==> config.mk <==
export PLATFORM = sky130hd
export DESIGN_NAME = tri_point_feeder_flat
export DESIGN_NICKNAME = d
export VERILOG_FILES = /design/src/rtl/tri_point_feeder_if.sv /design/src/rtl/tri_point_feeder.sv /design/src/flat_wrapper.sv
export SDC_FILE = /design/constraint.sdc
export NUM_CORES = 1
export LEC_CHECK = 0
export CORE_ASPECT_RATIO = 1.75
export CORE_MARGIN = 5
export CORE_UTILIZATION = 30
export CTS_BUF_LIST = sky130_fd_sc_hd__clkbuf_8
export DETAILED_ROUTE_END_ITERATION = 7
export MAX_ROUTING_LAYER = met4
export SKIP_LAST_GASP = 1
export SLEW_MARGIN = 20
export SYNTH_ARGS = -nofsm -noshare
export SYNTH_HDL_FRONTEND = slang
export SYNTH_SLANG_ARGS = --single-unit
export TNS_END_PERCENT = 1
==> constraint.sdc <==
create_clock -name clk -period 6.2 [get_ports clk]
set_input_delay 1.55 -clock clk [delete_from_list [all_inputs] [get_ports clk]]
set_output_delay 1.55 -clock clk [all_outputs]
set_load 0.005 [all_outputs]
==> src/rtl/tri_point_feeder_if.sv <==
// Stream bundle for tri_point_feeder: vertex/point input, sign-unit bus, verdict output.
// master is the feeder side, slave is the surrounding environment.
interface tri_point_feeder_if;
    logic        in_valid;
    logic        in_ready;
    logic [10:0] in_x;
    logic [10:0] in_y;
    logic        in_last;
    logic        so_r;
    logic        so_re;
    logic [10:0] so_x;
    logic [10:0] so_y;
    logic        si_s;
    logic        out_valid;
    logic        out_ready;
    logic        out_inside;

    modport master (
        input  in_valid, in_x, in_y, in_last, si_s, out_ready,
        output in_ready, so_r, so_re, so_x, so_y, out_valid, out_inside
    );

    modport slave (
        output in_valid, in_x, in_y, in_last, si_s, out_ready,
        input  in_ready, so_r, so_re, so_x, so_y, out_valid, out_inside
    );
endinterface

==> src/rtl/tri_point_feeder.sv <==
// Feeds triangle vertices and test points to the pipelined edge-sign unit and
// turns each point's three latency-aligned sign bits into one inside/outside verdict.
module tri_point_feeder #(
    parameter int LAT   = 3,
    parameter int DEPTH = 4
) (
    input logic                clk,
    input logic                r,
    tri_point_feeder_if.master bus
);
    localparam int AW = (DEPTH > 1) ? $clog2(DEPTH) : 1;
    localparam int CW = $clog2(DEPTH + 1);

    typedef enum logic [3:0] {
        LOADV, SRST, SV0, SV1, SV2, RUN, H1, H2, DRAIN
    } state_t;

    state_t         state, state_nxt;
    logic [10:0]    vx [3];
    logic [10:0]    vy [3];
    logic [1:0]     vcnt;
    logic           pt_last;
    logic [10:0]    hold_x, hold_y;
    logic [LAT+1:0] start_pipe;
    logic           b0, b1;
    logic [CW-1:0]  in_flight, count;
    logic           fifo_mem [DEPTH];
    logic [AW-1:0]  wr_ptr, rd_ptr;
    logic           last_out;
    logic           start, push, pop, verdict, credit_ok, accept;

    // The third sign bit is taken straight off si_s in the push cycle.
    assign push      = start_pipe[LAT+1];
    assign verdict   = (b0 & b1 & bus.si_s) | ~(b0 | b1 | bus.si_s);
    assign credit_ok = ((CW+1)'(in_flight) + (CW+1)'(count)) < (CW+1)'(DEPTH);
    assign accept    = bus.in_valid & bus.in_ready;

    assign bus.out_valid  = ~r & (count != '0);
    assign pop            = bus.out_valid & bus.out_ready;
    assign bus.out_inside = r ? 1'b0 : ((count != '0) ? fifo_mem[rd_ptr] : last_out);

    always_comb begin
        state_nxt    = state;
        bus.in_ready = 1'b0;
        bus.so_r     = 1'b0;
        bus.so_re    = 1'b0;
        bus.so_x     = hold_x;
        bus.so_y     = hold_y;
        start        = 1'b0;
        case (state)
            LOADV: begin
                bus.in_ready = 1'b1;
                if (bus.in_valid && vcnt == 2'd2) state_nxt = SRST;
            end
            SRST: begin
                bus.so_r  = 1'b1;
                state_nxt = SV0;
            end
            SV0: begin
                bus.so_x  = vx[0];
                bus.so_y  = vy[0];
                state_nxt = SV1;
            end
            SV1: begin
                bus.so_x  = vx[1];
                bus.so_y  = vy[1];
                state_nxt = SV2;
            end
            SV2: begin
                bus.so_x  = vx[2];
                bus.so_y  = vy[2];
                state_nxt = RUN;
            end
            RUN: begin
                bus.in_ready = credit_ok;
                if (bus.in_valid && credit_ok) begin
                    bus.so_re = 1'b1;
                    bus.so_x  = bus.in_x;
                    bus.so_y  = bus.in_y;
                    start     = 1'b1;
                    state_nxt = H1;
                end
            end
            H1:      state_nxt = H2;
            H2:      state_nxt = pt_last ? DRAIN : RUN;
            DRAIN:   if (in_flight == '0) state_nxt = LOADV;
            default: state_nxt = LOADV;
        endcase
        // Reset overrides every output in the same cycle it is seen.
        if (r) begin
            state_nxt    = LOADV;
            bus.in_ready = 1'b0;
            bus.so_r     = 1'b1;
            bus.so_re    = 1'b0;
            bus.so_x     = '0;
            bus.so_y     = '0;
            start        = 1'b0;
        end
    end

    always_ff @(posedge clk) begin
        if (r) begin
            state      <= LOADV;
            vcnt       <= '0;
            pt_last    <= 1'b0;
            hold_x     <= '0;
            hold_y     <= '0;
            start_pipe <= '0;
            b0         <= 1'b0;
            b1         <= 1'b0;
            in_flight  <= '0;
            count      <= '0;
            wr_ptr     <= '0;
            rd_ptr     <= '0;
            last_out   <= 1'b0;
        end else begin
            state      <= state_nxt;
            hold_x     <= bus.so_x;
            hold_y     <= bus.so_y;
            start_pipe <= {start_pipe[LAT:0], start};

            if (state == LOADV && accept) begin
                vx[vcnt] <= bus.in_x;
                vy[vcnt] <= bus.in_y;
                vcnt     <= (vcnt == 2'd2) ? 2'd0 : vcnt + 2'd1;
            end
            if (start) pt_last <= bus.in_last;

            if (start_pipe[LAT-1]) b0 <= bus.si_s;
            if (start_pipe[LAT])   b1 <= bus.si_s;

            // A point holds its credit from acceptance until its verdict lands in the FIFO.
            case ({start, push})
                2'b10:   in_flight <= in_flight + CW'(1);
                2'b01:   in_flight <= in_flight - CW'(1);
                default: in_flight <= in_flight;
            endcase

            if (push) begin
                fifo_mem[wr_ptr] <= verdict;
                wr_ptr <= (wr_ptr == AW'(DEPTH - 1)) ? '0 : wr_ptr + AW'(1);
            end
            if (pop) begin
                rd_ptr <= (rd_ptr == AW'(DEPTH - 1)) ? '0 : rd_ptr + AW'(1);
            end
            case ({push, pop})
                2'b10:   count <= count + CW'(1);
                2'b01:   count <= count - CW'(1);
                default: count <= count;
            endcase

            if (count != '0) last_out <= fifo_mem[rd_ptr];
        end
    end
endmodule
==> src/flat_wrapper.sv <==
// flat-port wrapper written by rule: the top's interface ports become plain ports
module tri_point_feeder_flat 
#(
    parameter int LAT   = 3,
    parameter int DEPTH = 4
)
  (clk, r, bus_in_valid, bus_in_x, bus_in_y, bus_in_last, bus_si_s, bus_out_ready, bus_in_ready, bus_so_r, bus_so_re, bus_so_x, bus_so_y, bus_out_valid, bus_out_inside);
  tri_point_feeder_if bus_i ();
  input logic clk;
  input logic r;
  input wire logic [$bits(bus_i.in_valid)-1:0] bus_in_valid;
  input wire logic [$bits(bus_i.in_x)-1:0] bus_in_x;
  input wire logic [$bits(bus_i.in_y)-1:0] bus_in_y;
  input wire logic [$bits(bus_i.in_last)-1:0] bus_in_last;
  input wire logic [$bits(bus_i.si_s)-1:0] bus_si_s;
  input wire logic [$bits(bus_i.out_ready)-1:0] bus_out_ready;
  output wire logic [$bits(bus_i.in_ready)-1:0] bus_in_ready;
  output wire logic [$bits(bus_i.so_r)-1:0] bus_so_r;
  output wire logic [$bits(bus_i.so_re)-1:0] bus_so_re;
  output wire logic [$bits(bus_i.so_x)-1:0] bus_so_x;
  output wire logic [$bits(bus_i.so_y)-1:0] bus_so_y;
  output wire logic [$bits(bus_i.out_valid)-1:0] bus_out_valid;
  output wire logic [$bits(bus_i.out_inside)-1:0] bus_out_inside;
  assign bus_i.in_valid = bus_in_valid;
  assign bus_i.in_x = bus_in_x;
  assign bus_i.in_y = bus_in_y;
  assign bus_i.in_last = bus_in_last;
  assign bus_i.si_s = bus_si_s;
  assign bus_i.out_ready = bus_out_ready;
  assign bus_in_ready = bus_i.in_ready;
  assign bus_so_r = bus_i.so_r;
  assign bus_so_re = bus_i.so_re;
  assign bus_so_x = bus_i.so_x;
  assign bus_so_y = bus_i.so_y;
  assign bus_out_valid = bus_i.out_valid;
  assign bus_out_inside = bus_i.out_inside;
  tri_point_feeder #(.LAT(LAT), .DEPTH(DEPTH)) u_core (.clk(clk), .r(r), .bus(bus_i));
endmodule
After elaboration in Yosys (flattened, before gate mapping)
Memory sizes are Yosys's and may differ from the RTL's. A register that Yosys moved wholly into a read port is not among the register bits.
Index checks and enable logic that the tools add are counted.
W data, S select, Z words.
{"block": "totals", "register_bits": 47, "mem_bits_rw": 70, "inputBits": 28, "out_inout_bits": 27, "elab_cells": 95, "n_memories": 3}
{"memory": "u_core.vx", "depth": 3, "word_bits": 11, "rd": 3, "rd_ports_with_merged_regs": 0, "write_ports": 1, "line_no": "tri_point_feeder.sv:19", "text": "logic [10:0] vx [3];"}
{"memory": "u_core.vy", "depth": 3, "word_bits": 11, "rd": 3, "rd_ports_with_merged_regs": 0, "write_ports": 1, "line_no": "tri_point_feeder.sv:20", "text": "logic [10:0] vy [3];"}
{"memory": "u_core.fifo_mem", "depth": 4, "word_bits": 1, "rd": 1, "rd_ports_with_merged_regs": 1, "write_ports": 1, "line_no": "tri_point_feeder.sv:27", "text": "logic fifo_mem [DEPTH];"}
{"block": "op_classes", "add_sub_neg": 8, "magnitude_cmp": 1, "n_eq_ne": 18, "n_mux": 33, "bitwise_logic": 10, "n_reduce_logical": 9}
{"operator": "$pmux W11 S4", "count": 2}
{"operator": "$mux W11", "count": 4}
{"operator": "$pmux W4 S9", "count": 1}
{"operator": "$eq A4 B3 Y1 const B", "count": 4}
{"operator": "$mux W4", "count": 4}
{"operator": "$mux W1", "count": 14}
{"operator": "$pmux W3 S2", "count": 2}
{"operator": "$eq A2 B2 Y1 const B", "count": 5}
{"operator": "$mux W2", "count": 5}
{"operator": "$eq A4 B2 Y1 const B", "count": 2}
{"operator": "$add A2 B1 Y2 const B", "count": 3}
{"operator": "$add A3 B1 Y3 const B", "count": 2}
{"operator": "$ne A2 B1 Y1 const B", "count": 3}
{"operator": "$sub A3 B1 Y3 const B", "count": 2}
{"operator": "$and A1 B1 Y1", "count": 5}
{"operator": "$add A3 B3 Y4", "count": 1}
{"operator": "$eq A2 B1 Y1 const B", "count": 2}
{"operator": "$eq A4 B1 Y1 const B", "count": 1}
{"operator": "$eq A4 B4 Y1 const B", "count": 1}
{"operator": "$logic_not A4 Y1", "count": 1}
{"operator": "$lt A4 B3 Y1 const B", "count": 1}
{"operator": "$reduce_bool A2 Y1", "count": 2}
{"operator": "$logic_and A1 B1 Y1", "count": 3}
{"operator": "$logic_not A3 Y1", "count": 1}
{"operator": "other kinds (5)", "count": 8}

Depth between registers and ports, before layout
{"block": "depth", "word_depth": 9, "mapped_depth": 11, "ltp_nobuf": 10}

Least setup slack after synthesis
Ideal clock, no wire load.
{"block": "synth_path", "kind": "input -> register", "startpoint": "input r", "endpoint": "memory u_core.vx[1][0] (enable)", "setup_ps": 465, "arrival_ps": 4140, "required_ps": 5735, "slack_ps": 1596, "path_stages": 2, "path_buffers": 1, "path_cell_list": "clkbuf_1 nor4b_1"}
{"block": "synth_between", "elab_chain_len": 6}
{"element": "start: declaration", "line_no": "flat_wrapper.sv:10", "text": "input logic r;"}
{"element": "$mux W1", "line_no": "tri_point_feeder.sv:90", "text": "if (r) begin"}
{"element": "$and A1 B1 Y1", "line_no": "tri_point_feeder.sv:36", "text": "assign accept = bus.in_valid & bus.in_ready;"}
{"element": "$logic_and A1 B1 Y1", "line_no": "tri_point_feeder.sv:122", "text": "if (state == LOADV && accept) begin"}
{"element": "$mux W1", "line_no": "tri_point_feeder.sv:122"}
{"element": "$mux W1 *", "line_no": "tri_point_feeder.sv:102", "text": "if (r) begin"}
{"element": "$mux W1 (not written as such) *", "line_no": "tri_point_feeder.sv:123", "text": "vx[vcnt] <= bus.in_x;"}
{"element": "end: declaration", "line_no": "tri_point_feeder.sv:19"}
Mark *: on every way between the ends. The rest lies on a longest branch, timed or not.

Worst setup path in the final report
{"block": "layout_path", "startpoint": "input bus_in_valid", "endpoint": "output bus_so_y[3]"}
{"block": "layout_between", "elab_chain_len": 4}
{"element": "start: declaration", "line_no": "flat_wrapper.sv:11", "text": "input wire logic [$bits(bus_i.in_valid)-1:0] bus_in_valid;"}
{"element": "$logic_and A1 B1 Y1", "line_no": "tri_point_feeder.sv:76", "text": "if (bus.in_valid && credit_ok) begin"}
{"element": "$mux W11", "line_no": "tri_point_feeder.sv:76"}
{"element": "$pmux W11 S4", "line_no": "tri_point_feeder.sv:50", "text": "case (state)"}
{"element": "$mux W11", "line_no": "tri_point_feeder.sv:90"}
{"element": "end: declaration", "line_no": "flat_wrapper.sv:21", "text": "output wire logic [$bits(bus_i.so_y)-1:0] bus_so_y;"}
Every way passes these cells.

==> reports/qor.csv <==
metric,value,unit
yosys-top-cells-count,"edfxtp_1 (70), a21oi_1 (53), dfxtp_1 (49), o21ai_0 (26), a22o_1 (23)",
finalCritPeriodShare,92.1,%
yosysWarningCount,0,
port_buffers,54,
synth_edf_count,70,
reg2reg_to,u_core.in_flight[2],
synth.most_common_cell,edfxtp_1,
first_global_vias,3465,
worstReg2RegStart,u_core.count[2],
initial_core_util,30.2,%
setup_tns,0,ns
grt_first_pass_wirelength,17.7,mm
endpoint_kind,primary output,
num_antenna_cells,0,
ios,55,
met3_length,330,um
synth_top_family_by_area,compound AO/OA/AOI/OAI gates,
setup_viol,0,
vdd_drop_max,0.132,mV
wl_met2,6.13,mm
synth_top_cell_area_share,44.3,%
core,15700,um2
ys_async_sr_fraction,0,%
stdcell_count,634,
relSlewSlack,29.4,%
setup_ws,0.487,ns
fmax,175,MHz
clk_latency,0.42,ns
ant_nets,0,
num_vias,3258,
cts_buffers,17,
cp_max_fo,24,
avgSynthCellArea,12.7,um2
postCtsSetupRepairBufs,0,
antenna_found_initial,0,
drc_errors,0,
syn_to_final_growth,24.4,%
netlist_top_cells_area,"edfxtp_1 (44%), dfxtp_1 (21%), a21oi_1 (5.6%)",
cts.clk_slew.worst_paths,0.07,ns
synth_compound_area_share,17.9,%
yosysSeqAreaShare,64.9,%
syn_inst,375,
crit_required,4.65,ns
tritoncts,built,
power.total,2.14,mW
cts_buffer_depth,2,
hold_depth,1,
placedCellCount,602,
maxCapViolations,0,
dieArea,18500,um2
grt_max_degree,31,
overflow,0,
dp_hpwl,7.18,mm
wl_met1,4.36,mm
hold_path_class,flop to flop,
status,"complete, no violations",
netlist_area,4750,um2
p_leak,1.97,nW
synth.distinct_cells,40,
cts.sinks,119,
synthXorXnorAreaFrac,0.738,%
rsz0062_at_grt,false,
cts.root.buffer_cell,clkbuf_8,
vias_per_cell,5.14,
drtPass1Iterations,4,
drv_slew,0,
nNetsFinal,471,
crit_end,bus_so_y[3],
synth_top_cell_by_area,edfxtp_1,
fin_worst_skew,0.0101,ns
muxShareOfSynthArea,1.53,%
fin_hold_ws,0.454,ns
synthAdderAreaFrac,3.21,%
crit_type,input pin to primary output,
wl_per_cell,17.4,um
rr_worst_depth,11,
die_x,105,um
finalHoldViolations,0,
cts-hold-fix-buffers,0,
route.top_layer_used,met4,
fin_crit,5.71,ns
place_congestion,0.798,
synth-seq-cells,119,
synth_nets,414,
worstPathArrival,4.16,ns
htreeDepth,4,
crit_path_start_kind,input pin,
drt-initial-drc-count,178,
die_h,176,um
grt_use_total,12.6,%
pre_cts_ws,0.482,ns
rows,61,
crit_start,bus_in_valid,
postCtsResizedCells,0,
layout-drive-gt1-share,10.3,%
synth_simple_gate_area_share,8.51,%
powerDensity,362,nW/um2
worstMarginPinSlew,1.06,ns
drt-total-wl,11.0,mm
reg2reg_setup_slack,3.09,ns
ys.flop_type,edfxtp_1,
## worst max-delay path, stage by stage
cell	delay, ns
clkdlybuf4s50_1	0.51
or4b_4	0.52
nor4_4	0.26
buf_4	0.34
a221oi_1	0.19
a21oi_1	0.24
clkdlybuf4s50_1	0.53
## layer usage
layer / track usage, % / vias to the layer above
li1: - / 1554
met1: 13.2 / 1615
met2: 22.7 / 73
met3: 2.85 / 16
met4: 5.01 / 0
met5: - / -
## flip-flops by register name, indices dropped and copies added, names as in the netlist, 2 cells and up, named ones only
register,count
u_core.vx,33
u_core.vy,33
u_core.hold_x,11
u_core.hold_y,11
u_core.start_pipe,5
u_core.fifo_mem,4
u_core.state,4
u_core.count,3
u_core.in_flight,3
u_core.rd_ptr,2
u_core.vcnt,2
u_core.wr_ptr,2
## cells in the final DEF, fill, tap and decap left out, types with 3 or more instances in the layout
cell type	count
a22o_1	23
buf_4	8
bufinv_16	4
mux2i_1	5
o21ai_0	26
dfxtp_1	49
a221oi_1	22
clkdlybuf4s50_1	53
nor4b_2	4
nand2b_1	6
nor2b_1	5
nand3_1	3
clkbuf_8	17
ha_1	9
nand2_1	6
nor2_1	19
a21oi_1	53
and2_1	4
inv_1	15
edfxtp_1	70
xor2_1	4
or3_1	5
clkinv_2	4
## stage by stage
stage / area, um2 / util, %
finish: 5910 / 37.6
global route: 5910 / 37.6
CTS: 5910 / 37.6
detailed placement: 5500 / 35.0
global placement: 5500 / 35.0
floorplan: 4750 / -
## report_power, final
group,switching (mW),total (mW),internal (mW)
Sequential,0.0482,0.988,0.940
Combinational,0.238,0.436,0.198
Clock,0.291,0.717,0.426
Total,0.576,2.14,1.56
## kinds of logic after synthesis
family | Yosys count
AND/OR/NAND/NOR | 69
multiplexers | 6
adder cells (fa/ha/maj) | 11
XOR/XNOR | 4
flip-flops | 119
buffers and inverters | 35
AO/OA/AOI/OAI | 131
## how the worst min path moves through the flow
stage | end | startpoint | slack (ns)
2_1_floorplan | u_core.start_pipe[1] | u_core.start_pipe[0] | 0.41
3_3_place_gp | u_core.start_pipe[2] | u_core.start_pipe[1] | 0.43
3_5_place_dp | u_core.start_pipe[1] | u_core.start_pipe[0] | 0.44
4_1_cts | u_core.start_pipe[1] | u_core.start_pipe[0] | 0.46
5_1_grt | u_core.start_pipe[2] | u_core.start_pipe[1] | 0.46
6_report | u_core.start_pipe[1] | u_core.start_pipe[0] | 0.45
## cell type report
type,instances,area [um2]
clock inverters,15,170
inverters,11,41.3
flip-flops and latches,119,3080
well taps,189,236
clock buffers,17,234
repair buffers,62,596
multi-input cells,221,1550
fillers,1519,9820
Note: power is estimated with default switching activity, not from simulation.
